===== config.mk =====
export PLATFORM = sky130hd
export DESIGN_NAME = sparse_poly_mult_dummy
export DESIGN_NICKNAME = d
export VERILOG_FILES = /design/src/rtl/sparse_poly_mult_dummy.sv
export SDC_FILE = /design/constraint.sdc
export NUM_CORES = 2
export LEC_CHECK = 0
export CORE_ASPECT_RATIO = 0.7
export CORE_MARGIN = 10
export CORE_UTILIZATION = 40
export DETAILED_ROUTE_END_ITERATION = 8
export PLACE_DENSITY_LB_ADDON = 0.05
export SLEW_MARGIN = 40
export SYNTH_ARGS = -nofsm -noshare
export SYNTH_HDL_FRONTEND = slang
export SYNTH_SLANG_ARGS = --single-unit
export TNS_END_PERCENT = 100

===== constraint.sdc =====
create_clock -name clk -period 50 [get_ports clk]
set_input_delay 5 -clock clk [delete_from_list [all_inputs] [get_ports clk]]
set_output_delay 5 -clock clk [all_outputs]
set_load 0.01 [all_outputs]

===== src/rtl/sparse_poly_mult_dummy.sv =====
// Sparse-by-dense GF(2) multiplier mod x^N-1 with a seeded, constant-length dummy-slot schedule.
// state | meaning -- IDLE: wait for load_i | RUN: one real/dummy slot per cycle | DONE: done_o pulse, data_o valid
module sparse_poly_mult_dummy #(
  parameter  int N     = 128,
  parameter  int W     = 8,
  parameter  int D     = 8,
  localparam int LOG_N = $clog2(N)
) (
  input  logic               clk,
  input  logic               rst,
  input  logic               load_i,
  input  logic [W*LOG_N-1:0] key_i,
  input  logic [N-1:0]       data_i,
  input  logic [15:0]        seed_i,
  input  logic               dummy_en_i,
  output logic [N-1:0]       data_o,
  output logic               busy_o,
  output logic               done_o
);

  localparam int SW = $clog2(W + D + 1);
  localparam int RW = $clog2(W + 1);
  localparam logic [15:0] SEED_DEFAULT = 16'hACE1;

  typedef enum logic [1:0] {IDLE, RUN, DONE} state_t;

  state_t state, state_nxt;

  logic [N-1:0]       a_q;
  logic [W*LOG_N-1:0] key_q;
  logic               den_q;
  logic [15:0]        lfsr;
  logic [N-1:0]       acc;
  (* keep *) logic [N-1:0] dummy_acc;
  logic [SW-1:0]      slot_cnt;
  logic [RW-1:0]      real_cnt;

  logic [SW-1:0]      slots_total;
  logic [SW-1:0]      rem_real;
  logic [SW-1:0]      rem_slots;
  logic               is_real;
  logic               last_slot;
  logic [LOG_N-1:0]   p_real;
  logic [LOG_N-1:0]   p_dummy;
  logic [LOG_N-1:0]   rot_pos;
  logic [N-1:0]       rot_val;
  logic [N-1:0]       acc_nxt;
  logic [15:0]        lfsr_nxt;

  function automatic logic [LOG_N-1:0] reduce_pos(input logic [LOG_N-1:0] v);
    if ({1'b0, v} >= (LOG_N+1)'(N))
      return v - LOG_N'(N);
    else
      return v;
  endfunction

  // Upper half of the doubled word shifted left is exactly the cyclic rotation.
  function automatic logic [N-1:0] rotl(input logic [N-1:0] a, input logic [LOG_N-1:0] p);
    logic [2*N-1:0] t;
    t = {a, a} << p;
    return t[2*N-1:N];
  endfunction

  always_comb begin
    slots_total = den_q ? SW'(W + D) : SW'(W);
    rem_real    = SW'(W) - SW'(real_cnt);
    rem_slots   = slots_total - slot_cnt;
    if (rem_real == rem_slots)
      is_real = 1'b1;
    else if (rem_real == '0)
      is_real = 1'b0;
    else
      is_real = lfsr[0];
    last_slot = (slot_cnt == slots_total - SW'(1));
  end

  always_comb begin
    p_real = '0;
    for (int k = 0; k < W; k++) begin
      if (real_cnt == RW'(k))
        p_real = key_q[k*LOG_N +: LOG_N];
    end
    p_dummy = lfsr[LOG_N:1];
  end

  // Single shared shifter: real and dummy slots drive identical datapath activity.
  always_comb begin
    rot_pos  = is_real ? reduce_pos(p_real) : reduce_pos(p_dummy);
    rot_val  = rotl(a_q, rot_pos);
    acc_nxt  = is_real ? (acc ^ rot_val) : acc;
    lfsr_nxt = {lfsr[14:0], lfsr[15] ^ lfsr[13] ^ lfsr[12] ^ lfsr[10]};
  end

  always_ff @(posedge clk or posedge rst) begin
    if (rst)
      state <= IDLE;
    else
      state <= state_nxt;
  end

  always_comb begin
    state_nxt = state;
    busy_o    = 1'b0;
    done_o    = 1'b0;
    case (state)
      IDLE: begin
        if (load_i)
          state_nxt = RUN;
      end
      RUN: begin
        busy_o = 1'b1;
        if (last_slot)
          state_nxt = DONE;
      end
      DONE: begin
        done_o    = 1'b1;
        state_nxt = IDLE;
      end
      default: state_nxt = IDLE;
    endcase
  end

  always_ff @(posedge clk or posedge rst) begin
    if (rst) begin
      a_q       <= '0;
      key_q     <= '0;
      den_q     <= 1'b0;
      lfsr      <= SEED_DEFAULT;
      acc       <= '0;
      dummy_acc <= '0;
      slot_cnt  <= '0;
      real_cnt  <= '0;
      data_o    <= '0;
    end else begin
      case (state)
        IDLE: begin
          if (load_i) begin
            a_q       <= data_i;
            key_q     <= key_i;
            den_q     <= dummy_en_i;
            lfsr      <= (seed_i == 16'h0000) ? SEED_DEFAULT : seed_i;
            acc       <= '0;
            dummy_acc <= '0;
            slot_cnt  <= '0;
            real_cnt  <= '0;
          end
        end
        RUN: begin
          acc <= acc_nxt;
          if (is_real)
            real_cnt <= real_cnt + RW'(1);
          else
            dummy_acc <= dummy_acc ^ rot_val;
          slot_cnt <= slot_cnt + SW'(1);
          lfsr     <= lfsr_nxt;
          if (last_slot)
            data_o <= acc_nxt;
        end
        default: ;
      endcase
    end
  end

endmodule


==> impl_metrics.tcl <==
set metrics [dict create \
    design.core.area_um2 91700 \
    cts-buffers-inserted 49 \
    crit_path_frequent_cell "buf_4" \
    antenna_found_initial 3 \
    drtPass1Iterations 9 \
    grt_pass1_wl_um 265000 \
    htreeDepth 2 \
    placement.io_buffers 333 \
    grt_pass1_vias 37700 \
    initial_utilization 0.402 \
    synth-warning-count 0 \
    max-clock-path-buffers 3 \
    rows 93 \
    worst_setup_path_start_kind "register" \
    final.period_utilization 0.161 \
    final_period_minus_worst_setup_slack_ns 8.04 \
    finalHoldViolations 0 \
    clock.fmax_mhz 124 \
    kind_of_cell_adding_the_most_delay_to_the_critical_path "buffers and inverters" \
    synth.net_count 4817 \
    drv_cap 0 \
    relSlewSlack 0.329 \
    drt.antenna.violating_nets 0 \
    status "complete, but fails checks" \
    failed_checks "design-rule violations" \
    grt_remaining_overflow 0 \
    tritoncts "yes" \
    detail_route.wirelength_um 181000 \
    die-height_um 274 \
    cts_num_sinks 468 \
    worstPathMaxFanout 88 \
    area_of_the_die_um2 105000 \
    gp_congestion 1.07 \
    post_drt_via_cell_ratio 6.74 \
    setup_viol 0 \
    final_nets 4984 \
    drc 9 \
    timing_worst_slew_pin_value_ns 0.978 \
    worst_hold_path_type "reg -> reg" \
    ios 334 \
    arrival_ns 8.61 \
    die_w_um 383 \
    setup.worst_path.class "reg -> reg" \
    clock_latency_ns 0.66 \
    layout-drive-gt1-share 0.138 \
    syn-instance-count 4606 \
    cp_max_stage_delay_ns 0.87 \
    synth.avg_cell_area_um2 8.01 \
    routedWlPerCell_um 29.9 \
    number_of_gates_given_a_new_drive_strength_after_cts 0 \
    clock-root-buffer "clkbuf_16" \
    rsz_0062_raised_after_global_routing "no" \
    clk_pin_slew_ns 0.06 \
    worst_setup_path_end_kind "register" \
    postCtsHoldBufs 0 \
    groute.usage.overall 0.329 \
    final-max-slew-violation-count 0 \
    cp_data_required_time_ns 50.57 \
    critical_path.slowest_cell "or4_1" \
    buffers_plus_inverters_on_the_worst_setup_path 6 \
    grt_start_max_net_pins 166 \
    finalSetupTns_ns 0 \
    postCtsSetupRepairBufs 0 \
    area_growth_pct 20.2 \
    syn-cell-area_um2 36900 \
    final.setup_skew_ns 0.0297 \
    num_vias 40800 \
    initialDrtViolationCount 6630 \
    n_fill_cell 9056 \
    crit_path_cell_trace "inv_1, ha_1, buf_4, xnor2_1, xnor2_1, nand3_1, o31ai_4, buf_4, mux2_8, buf_4, buf_4, or2_2, buf_4, o22ai_1, or4_1, a221oi_1, o22ai_1, or2_0, a31oi_1" \
    dp.final_hpwl_um 128000 \
]
[cell usage in the layout (no fill, tap or decap), types with 40 or more instances in the layout]
cell             count
a22oi_1            177
clkbuf_16           50
o32a_1              47
mux2i_1             89
o32ai_1             87
buf_4              221
nand2_1            754
clkdlybuf4s50_1    333
a21oi_1            383
dfrtp_1            460
o221a_2             50
nor4_1              67
inv_1               46
nor4_2              41
o211a_1             85
a222oi_1           101
mux2_2             102
nor3_1             383
a31oi_1             40
o22ai_1            172
o21ai_0            208
nor2_1             184
xnor2_1            114
[sequential cells by signal, summed over array words and instances (netlist names)]
signal	count
den_q	1
state	2
real_cnt	4
acc	128
lfsr	16
key_q	56
slot_cnt	5
a_q	128
data_o	128
[area by class of cell]
cell class              count  area [um2]  share of cell area
well taps                1235        1550              0.0348
clock buffers              70        1430              0.0322
repair buffers            577        5300               0.120
multi-input cells        3628       23900               0.539
flip-flops and latches    468       11700               0.264
diodes                      6        15.0            0.000339
inverters                  49         199             0.00449
clock inverters            21         248             0.00559
[tightest hold or removal path, delay by kind of cell, from the launching register on]
kind / cells / cell delay [ns]
flops: 1 / 0.34
simple gates: 2 / 0.10
[layer usage]
layer	global-route usage	routed length, um
met2	0.455	72200
met5	0.0227	506
met1	0.447	76500
met4	0.132	8200
met3	0.136	23600
[final timing paths]
check,startpoint,to,slack (ns),cells after the start
min in group asynchronous,rst,key_q[44],4.93,2
max,real_cnt[0],acc[61],41.96,19
max in group asynchronous,rst,a_q[60],43.39,4
max reg2reg,real_cnt[0],acc[61],41.96,19
min reg2reg,data_o[26],data_o[26],0.47,2
min,data_o[26],data_o[26],0.47,2
[stage by stage]
step	std cells	setup slack, ns	area (um2)	hold slack (ns)	util
finish	6054	41.96	44400	0.472	0.484
global route	6051	41.67	44300	0.492	0.484
CTS	6046	42.22	44200	0.479	0.482
detailed placement	5955	42.32	42500	0.461	0.464
global placement	5951	41.98	42100	0.458	0.459
floorplan	4606	31.96	36900	0.437	-
Power is not shown: default switching activity piles up to over one toggle a cycle in this logic, so the estimate is an artifact.
